File: config.mk
export PLATFORM = sky130hd
export DESIGN_NAME = dmem_arbiter
export DESIGN_NICKNAME = d
export VERILOG_FILES = /design/src/rtl/tessia_pkg.sv /design/src/rtl/burst_addr_gen.sv /design/src/rtl/dmem_arbiter.sv
export SDC_FILE = /design/constraint.sdc
export NUM_CORES = 1
export LEC_CHECK = 0
export BUFFER_PORTS_ARGS = -buffer_cell sky130_fd_sc_hd__buf_4
export CAP_MARGIN = 20
export CORE_MARGIN = 4
export CORE_UTILIZATION = 35
export DETAILED_ROUTE_END_ITERATION = 8
export PLACE_DENSITY = 0.66
export SLEW_MARGIN = 20
export SYNTH_ARGS = -nofsm -noshare
export SYNTH_HDL_FRONTEND = slang
export SYNTH_SLANG_ARGS = --single-unit
File: constraint.sdc
create_clock -name clk -period 2.9 [get_ports clk]
set_input_delay 0.145 -clock clk [delete_from_list [all_inputs] [get_ports clk]]
set_output_delay 0.145 -clock clk [all_outputs]
set_load 0.02 [all_outputs]
File: src/rtl/tessia_pkg.sv
// Shared types and constants for the data-memory arbiter.
package tessia_pkg;

  typedef enum logic {ARB, BURST} arb_state_t;

  typedef enum logic [1:0] {TAG_NONE, TAG_CPU, TAG_VGA} rsp_tag_t;

  localparam int WORD_STRIDE = 4;

endpackage

File: src/rtl/burst_addr_gen.sv
// VGA burst address walker: latches base+stride at grant, steps one word per
// beat and flags the final beat of the burst.
module burst_addr_gen
  import tessia_pkg::*;
#(
  parameter int AW        = 32,
  parameter int BURST_LEN = 8
) (
  input  logic          clk,
  input  logic          reset,
  input  logic          start_i,
  input  logic [AW-1:0] base_i,
  input  logic          step_i,
  output logic [AW-1:0] addr_o,
  output logic          last_beat_o
);

  localparam int BCW = (BURST_LEN > 1) ? $clog2(BURST_LEN) : 1;

  logic [AW-1:0]  addr_q, addr_d;
  logic [BCW-1:0] beat_q, beat_d;

  assign addr_o      = addr_q;
  assign last_beat_o = (beat_q == BCW'(BURST_LEN - 1));

  always_comb begin
    addr_d = addr_q;
    beat_d = beat_q;
    if (start_i) begin
      // beat 0 goes out directly from base_i, so the walker starts at beat 1
      addr_d = base_i + AW'(WORD_STRIDE);
      beat_d = BCW'(1);
    end else if (step_i) begin
      addr_d = addr_q + AW'(WORD_STRIDE);
      beat_d = last_beat_o ? '0 : beat_q + BCW'(1);
    end
  end

  always_ff @(posedge clk) begin
    if (reset) begin
      addr_q <= '0;
      beat_q <= '0;
    end else begin
      addr_q <= addr_d;
      beat_q <= beat_d;
    end
  end

endmodule

File: src/rtl/dmem_arbiter.sv
// Single-port DataMemory arbiter: CPU has fixed priority, the VGA reader gets
// uninterruptible bursts and a forced grant after MAX_WAIT lost cycles.
module dmem_arbiter
  import tessia_pkg::*;
#(
  parameter int AW        = 32,
  parameter int DW        = 32,
  parameter int BURST_LEN = 8,
  parameter int MAX_WAIT  = 4
) (
  input  logic          clk,
  input  logic          reset,
  input  logic          cpu_req,
  input  logic          cpu_we,
  input  logic [AW-1:0] cpu_addr,
  input  logic [DW-1:0] cpu_wdata,
  output logic          cpu_stall,
  output logic          cpu_rvalid,
  output logic [DW-1:0] cpu_rdata,
  input  logic          vga_req,
  input  logic [AW-1:0] vga_base,
  output logic          vga_grant,
  output logic          vga_rvalid,
  output logic [DW-1:0] vga_rdata,
  output logic          vga_done,
  output logic          mem_we,
  output logic [AW-1:0] mem_addr,
  output logic [DW-1:0] mem_wdata,
  input  logic [DW-1:0] mem_rdata
);

  localparam int WCW = $clog2(MAX_WAIT + 1);

  arb_state_t     state_q, state_d;
  logic [WCW-1:0] wait_q, wait_d;
  rsp_tag_t       tag_q, tag_d;
  logic           last_q, last_d;
  logic [DW-1:0]  cpu_hold_q, vga_hold_q;

  logic           grant, cpu_issue, burst_issue, last_beat;
  logic [AW-1:0]  burst_addr;

  burst_addr_gen #(.AW(AW), .BURST_LEN(BURST_LEN)) u_addr_gen (
    .clk         (clk),
    .reset       (reset),
    .start_i     (grant),
    .base_i      (vga_base),
    .step_i      (burst_issue),
    .addr_o      (burst_addr),
    .last_beat_o (last_beat)
  );

  always_comb begin
    state_d     = state_q;
    wait_d      = wait_q;
    tag_d       = TAG_NONE;
    last_d      = 1'b0;
    grant       = 1'b0;
    cpu_issue   = 1'b0;
    burst_issue = 1'b0;
    mem_we      = 1'b0;
    mem_addr    = '0;
    mem_wdata   = '0;
    // reset gates every issue so nothing reaches memory while it is held
    if (!reset) begin
      case (state_q)
        ARB: begin
          if (vga_req && (!cpu_req || wait_q == WCW'(MAX_WAIT))) begin
            grant    = 1'b1;
            mem_addr = vga_base;
            wait_d   = '0;
            tag_d    = TAG_VGA;
            last_d   = (BURST_LEN == 1);
            if (BURST_LEN > 1) state_d = BURST;
          end else if (cpu_req) begin
            cpu_issue = 1'b1;
            mem_we    = cpu_we;
            mem_addr  = cpu_addr;
            mem_wdata = cpu_wdata;
            if (!cpu_we) tag_d = TAG_CPU;
            if (vga_req && wait_q != WCW'(MAX_WAIT)) wait_d = wait_q + WCW'(1);
          end
        end
        BURST: begin
          burst_issue = 1'b1;
          mem_addr    = burst_addr;
          tag_d       = TAG_VGA;
          last_d      = last_beat;
          if (last_beat) state_d = ARB;
        end
        default: state_d = ARB;
      endcase
    end
  end

  assign vga_grant  = grant;
  assign cpu_stall  = !reset && cpu_req && (state_q == BURST || grant);
  assign cpu_rvalid = !reset && (tag_q == TAG_CPU);
  assign vga_rvalid = !reset && (tag_q == TAG_VGA);
  assign vga_done   = vga_rvalid && last_q;
  assign cpu_rdata  = reset ? '0 : (tag_q == TAG_CPU) ? mem_rdata : cpu_hold_q;
  assign vga_rdata  = reset ? '0 : (tag_q == TAG_VGA) ? mem_rdata : vga_hold_q;

  always_ff @(posedge clk) begin
    if (reset) begin
      state_q    <= ARB;
      wait_q     <= '0;
      tag_q      <= TAG_NONE;
      last_q     <= 1'b0;
      cpu_hold_q <= '0;
      vga_hold_q <= '0;
    end else begin
      state_q <= state_d;
      wait_q  <= wait_d;
      tag_q   <= tag_d;
      last_q  <= last_d;
      if (tag_q == TAG_CPU) cpu_hold_q <= mem_rdata;
      if (tag_q == TAG_VGA) vga_hold_q <= mem_rdata;
    end
  end

endmodule
Word-level counts from Yosys, hierarchy flattened
Index checks and enable logic that the tools add are counted.
- register bits: 106
- latch bits: 0
- memory bits (writable): 0
- ROM bits: 0
- input port bits: 133
- output and inout bits: 134
- memories: 0
- add/subtract/negate cells: 4
- $mul: 0
- div/mod/pow operators: 0
- magnitude comparators: 0
- equality and inequality tests: 5
- shift-type cells: 0
- multiplexer cells: 36
- bitwise gates (word level): 1
- reduce and logical (&&, ||, !) cells: 16
- operator list (cell ; number):
    two-way mux 32 bit ; 13
    adder 32 x 3 -> 32 bit (second input constant) ; 2
    one-hot mux 32 bit (2 select lines) ; 1
    two-way mux 1 bit ; 14
    two-way mux 3 bit ; 4
    logical AND 1 bit ; 7
    adder 3 x 1 -> 3 bit (second input constant) ; 2
    == test 3 bit (second input constant) ; 2
    nonzero test 2 bit ; 3
    one-hot mux 1 bit (2 select lines) ; 2
    one-hot mux 2 bit (2 select lines) ; 1
    != test 3 bit (second input constant) ; 1
    AND reduction 3 bit ; 1
    == test 2 x 1 -> 1 bit (second input constant) ; 1
    == test 2 bit (second input constant) ; 1
    zero test 1 bit ; 2
    logical OR 1 bit ; 2
    two-way mux 2 bit ; 1
    OR reduction 2 bit ; 1
    inverter 1 bit ; 1

Longest topological paths before layout
- word-level depth: 8
- gate-level depth with buffers: 18

Modules after synthesis
From an unflattened synthesis, not the netlist that was laid out.
- cells, all modules: 773
- area, all modules: 6057.1 um^2
- by module, submodules not included (module ; instances ; cells an instance ; area an instance (um^2) ; seq. area each (um^2)):
    dmem_arbiter ; 1 ; 434 ; 3344.5 ; 1421.4
    burst_addr_gen ; 1 ; 339 ; 2712.6 ; 700.7

Least setup slack after synthesis
No wires, ideal clock.
- path type: register -> register
- from: register wait_q[0]
- to: register u_addr_gen.addr_q[16], in the netlist u_addr_gen.addr_o[16]
- setup time: 0.074 ns
- arrival: 3.171 ns
- data required time: 2.826 ns
- slack: -0.345 ns
- cell stages (with the launch flop): 17
- clock period less this slack: 3.245 ns
- path through: dfxtp_1 -> inv_1 -> ha_1 -> a21bo_1 -> buf_2 -> nand2_2 -> inv_2 -> buf_2 -> buf_2 -> o21ai_0 -> ha_1 -> nand3_1 -> or4_1 -> mux2i_1 -> o21ai_1 -> a2111o_1 -> a31oi_1
- cells in the longest elaborated chain, start to end: 7
- elaborated cells between the ends (all ways): 8
- classes of those cells: 1 x eq/ne; 4 x mux; 3 x reduce/logical
- RTL lines (element ; line ; RTL):
    from (decl) ; dmem_arbiter.sv:35 ; logic [WCW-1:0] wait_q, wait_d;
    from (signal assigned) ; dmem_arbiter.sv:114 ; wait_q <= wait_d;
    == test 3 bit (*) ; dmem_arbiter.sv:68 ; if (vga_req && (!cpu_req || wait_q == WCW'(MAX_WAIT))) begin
    logical OR 1 bit (*) ; dmem_arbiter.sv:68 ;
    logical AND 1 bit (*) ; dmem_arbiter.sv:68 ;
    two-way mux 1 bit (*) ; dmem_arbiter.sv:68 ;
    two-way mux 1 bit (*) ; dmem_arbiter.sv:66 ; case (state_q)
    two-way mux 1 bit (*) ; dmem_arbiter.sv:65 ; if (!reset) begin
    two-way mux 32 bit / nonzero test 2 bit (equally long branches) ; - ;
    to (signal assigned) ; burst_addr_gen.sv:44 ; addr_q <= addr_d;
    to (decl) ; burst_addr_gen.sv:20 ; logic [AW-1:0] addr_q, addr_d;
Every way passes the cells marked *; elsewhere a longest branch is shown, timed or not.
A chain may end at the register's enable or synchronous reset.

Worst setup path after layout
Ends and elaborated chain as after synthesis.

==> metrics <==
headroom to the max-slew limit=36.0%; vias post-DR=7,102; fmax=359 MHz; Remaining DRCs=0; post-synthesis instance total=857; crit start category=flop; combined buffer and inverter count along the critical path=2; count of filler cells inserted in the layout=1,704; number of cell rows=48; nets@finish=1,237; library cells used by synthesis=70; y dimension of the die=141 um; layout cell share with drive strength beyond 1=31.3%; non-filler cells in the finished layout=1,329; net count after synthesis=995; Initial DRT Pass Iterations=5; antenna violations before repair=0; Post-synth top flop=sky130_fd_sc_hd__dfxtp_1; maximum number of pins on one net before global-route repair=90; clock buffers created by TritonCTS=9; longest individual stage delay on the worst path=0.50 ns; vias in the first global route=6,720; core utilization of the finished layout=51.2%; ys async rst share=0%; placed cell count=1,306; busiest layer in global routing=met2; number of levels the H-tree was split into=3; Max Fanout on Critical Path=6; post-route cell area=8850 um^2; Post-DRT Antenna Nets=0; final count of hold timing violations=0; multi-input logic area=3770 um^2; share of the cycle needed by the critical path after routing=96.0%; post-synthesis average cell area=7.22 um^2; setup repair after global routing missed its margin=yes; initial core utilization=35.8%; number of warning messages in the yosys log=0; total global routing overflow=0; average detailed-routed wire length per instance=17.2 um; global router's overall resource usage=21.7%; area taken by flip-flops and latches=2120 um^2; Max Cap Violations=0; Worst-path clk slew=0.08 ns; M3 GR Usage=4.38%; count of state elements after synthesis=106; Mapped Area=6190 um^2; maximum ir drop on the vdd rail=360 uV; Setup TNS Final=0 ns; critical path class=reg -> reg; Std-Cell Core Area=17,300 um^2; most area-consuming cells after synthesis=sky130_fd_sc_hd__dfxtp_1, sky130_fd_sc_hd__nand2_1, sky130_fd_sc_hd__a21oi_1; setup-violating endpoint count in the final report=0; clock insertion delay at the later pin of the skew report=0.35 ns; critical path arrival=3.06 ns; Die ar.=19,900 um^2; placed wire-length estimate=16,300 um; final setup skew=0.00629 ns; number of DRC markers after the initial detailed-route iteration=510; count of clock tree sinks=106; Layout area overhead=43.0%; EDFF count, synth=0; wire length of the first global-routing pass=35,600 um; Worst EP required=3.18 ns; Antenna diodes=0; GR Layer Usage met2=35.7%; CTS root buffer=sky130_fd_sc_hd__clkbuf_16; slew of the pin with the lowest slew margin=0.960 ns; Final Max Slew Viols=0; total placed instance area=8440 um^2; crit path max-delay cell type=sky130_fd_sc_hd__or4_1; status=finished, final reports clean; met1 global-route usage=30.0%; Critical Path, Cell by Cell=inv_2 > ha_4 > a21bo_4 > nand2_4 > inv_4 > o21ai_4 > ha_4 > nand3_4 > or4_1 > mux2i_1 > o21ai_1 > a2111o_1 > a31oi_1; CTS tree=yes; mean number of vias per cell=5.34; total power=3.76 mW; Ports=267; Chip Width=141 um; library cell with the largest summed area after synthesis=sky130_fd_sc_hd__dfxtp_1; gp weighted congestion=0.866; leakage power of the design=3.68 nW; proportion of synthesized chip area in sequential cells=34.3%; post-route minimum period=2.78 ns; aggregate routed wire length=22,900 um; critical path endpoint category=flop; deepest clock path buffer count=2; kind of cell adding the most delay to the critical path=compound AO/OA/AOI/OAI gates; Crit path top cell by count=sky130_fd_sc_hd__ha_4; Pwr per Cell Area=425 nW/um^2; top cell type's share of synthesized area=34.3%; HP Class=in -> reg; port buffer count=266
==> cell usage in the layout, fill, tap and decap left out, types with 19 or more instances in the layout <==
master / Yosys / layout
sky130_fd_sc_hd__nor2_1: 49 / 49
sky130_fd_sc_hd__dfxtp_1: 106 / 104
sky130_fd_sc_hd__and3_1: 25 / 24
sky130_fd_sc_hd__nand2_1: 175 / 173
sky130_fd_sc_hd__inv_1: 26 / 24
sky130_fd_sc_hd__buf_4: 1 / 296
sky130_fd_sc_hd__o21ai_0: 31 / 30
sky130_fd_sc_hd__nor3_1: 19 / 19
sky130_fd_sc_hd__a21oi_1: 125 / 124
sky130_fd_sc_hd__and2_1: 38 / 38
==> final cells by class <==
type	instances	area share, %
multi-input combinational	656	42.6
inverter	28	1.22
clock buffer	9	2.54
tap	225	3.18
sequential	106	24.0
clock inverter	7	1.03
timing repair buffer	298	25.4
==> where the power goes <==
group	switching [mW]	leakage [nW]	internal (mW)	total, mW
Sequential	0.0434	0.863	1.52	1.56
Clock	0.604	0.152	0.693	1.30
Combinational	0.516	2.67	0.386	0.902
==> timing repair <==
| action | in CTS | in global routing |
|---|---|---|
| endpoints found under the setup margin | 0 | 23 |
| setup buffers | 0 | 6 |
| endpoints found under the hold margin | 1 | 0 |
| hold buffers | 1 | 0 |
| gates resized for setup | 0 | 11 |
==> cells in the mapped netlist (all sizes together) (6+ instances only) <==
| library cell | count |
|---|---|
| xnor2 | 9 |
| a31oi | 8 |
| a211oi | 12 |
| o21ai | 37 |
| clkbuf | 57 |
| and2 | 38 |
| inv | 27 |
| nor4 | 8 |
| nand2 | 176 |
| nor2 | 49 |
| and3 | 25 |
| nor3 | 19 |
| dfxtp | 106 |
| a22oi | 6 |
| nand4 | 16 |
| mux2i | 14 |
| buf | 10 |
| nand3 | 20 |
| a2111oi | 21 |
| a21oi | 126 |
==> metal layers <==
metal	vias to the layer above	share of wire, %
li1	3528	-
met1	3276	44
met2	279	47
met3	19	7.4
met4	0	1.0
met5	-	0
==> logic make-up (layout without fill, tap and decap cells) <==
family          count (synthesis)  after routing  share of synthesized area (%)
fa+ha+maj                       5              5                           1.01
xor+xnor                       10             10                           1.41
mux                            17             17                           2.87
buf+inv                        95            342                           6.16
flops                         106            106                           34.3
simple gates                  373            373                           28.6
compound gates                251            251                           25.6
==> worst register-to-register path, delay by kind of cell, from the launching register on <==
kind / cells / cell delay, ns
buffers and inverters: 2 / 0.11
flip-flops: 1 / 0.36
AND/OR/NAND/NOR: 3 / 0.68
multiplexers: 1 / 0.21
AO/OA/AOI/OAI: 5 / 1.00
adder cells (fa/ha/maj): 2 / 0.35
==> sequential cells by signal (all words and copies together), names as in the netlist <==
signal and flops:
wait_q 3, u_addr_gen.addr_o 32, last_q 1, vga_hold_q 32
u_addr_gen.beat_q 3, state_q 1, cpu_hold_q 32, tag_q 2
==> through the flow <==
step	setup slack (ns)	hold WS, ns
2_1_floorplan	0.00144	0.217
4_1_cts	0.0816	0.0390
5_1_grt	-0.0406	0.0555
3_3_place_gp	0.172	0.322
3_5_place_dp	0.103	0.323
6_report	0.117	0.0467
==> path summary, 6_finish.rpt <==
kind | start | to | slack, ns | cells after the start
worst max-delay path | wait_q[0] | u_addr_gen.addr_o[16] | 0.12 | 13
worst max register to register | wait_q[0] | u_addr_gen.addr_o[16] | 0.12 | 13
worst min-delay path | vga_base[0] | u_addr_gen.addr_o[0] | 0.05 | 3
worst min register to register | u_addr_gen.addr_o[1] | u_addr_gen.addr_o[1] | 0.46 | 2
No activity file was read; power rests on OpenSTA's default activity.
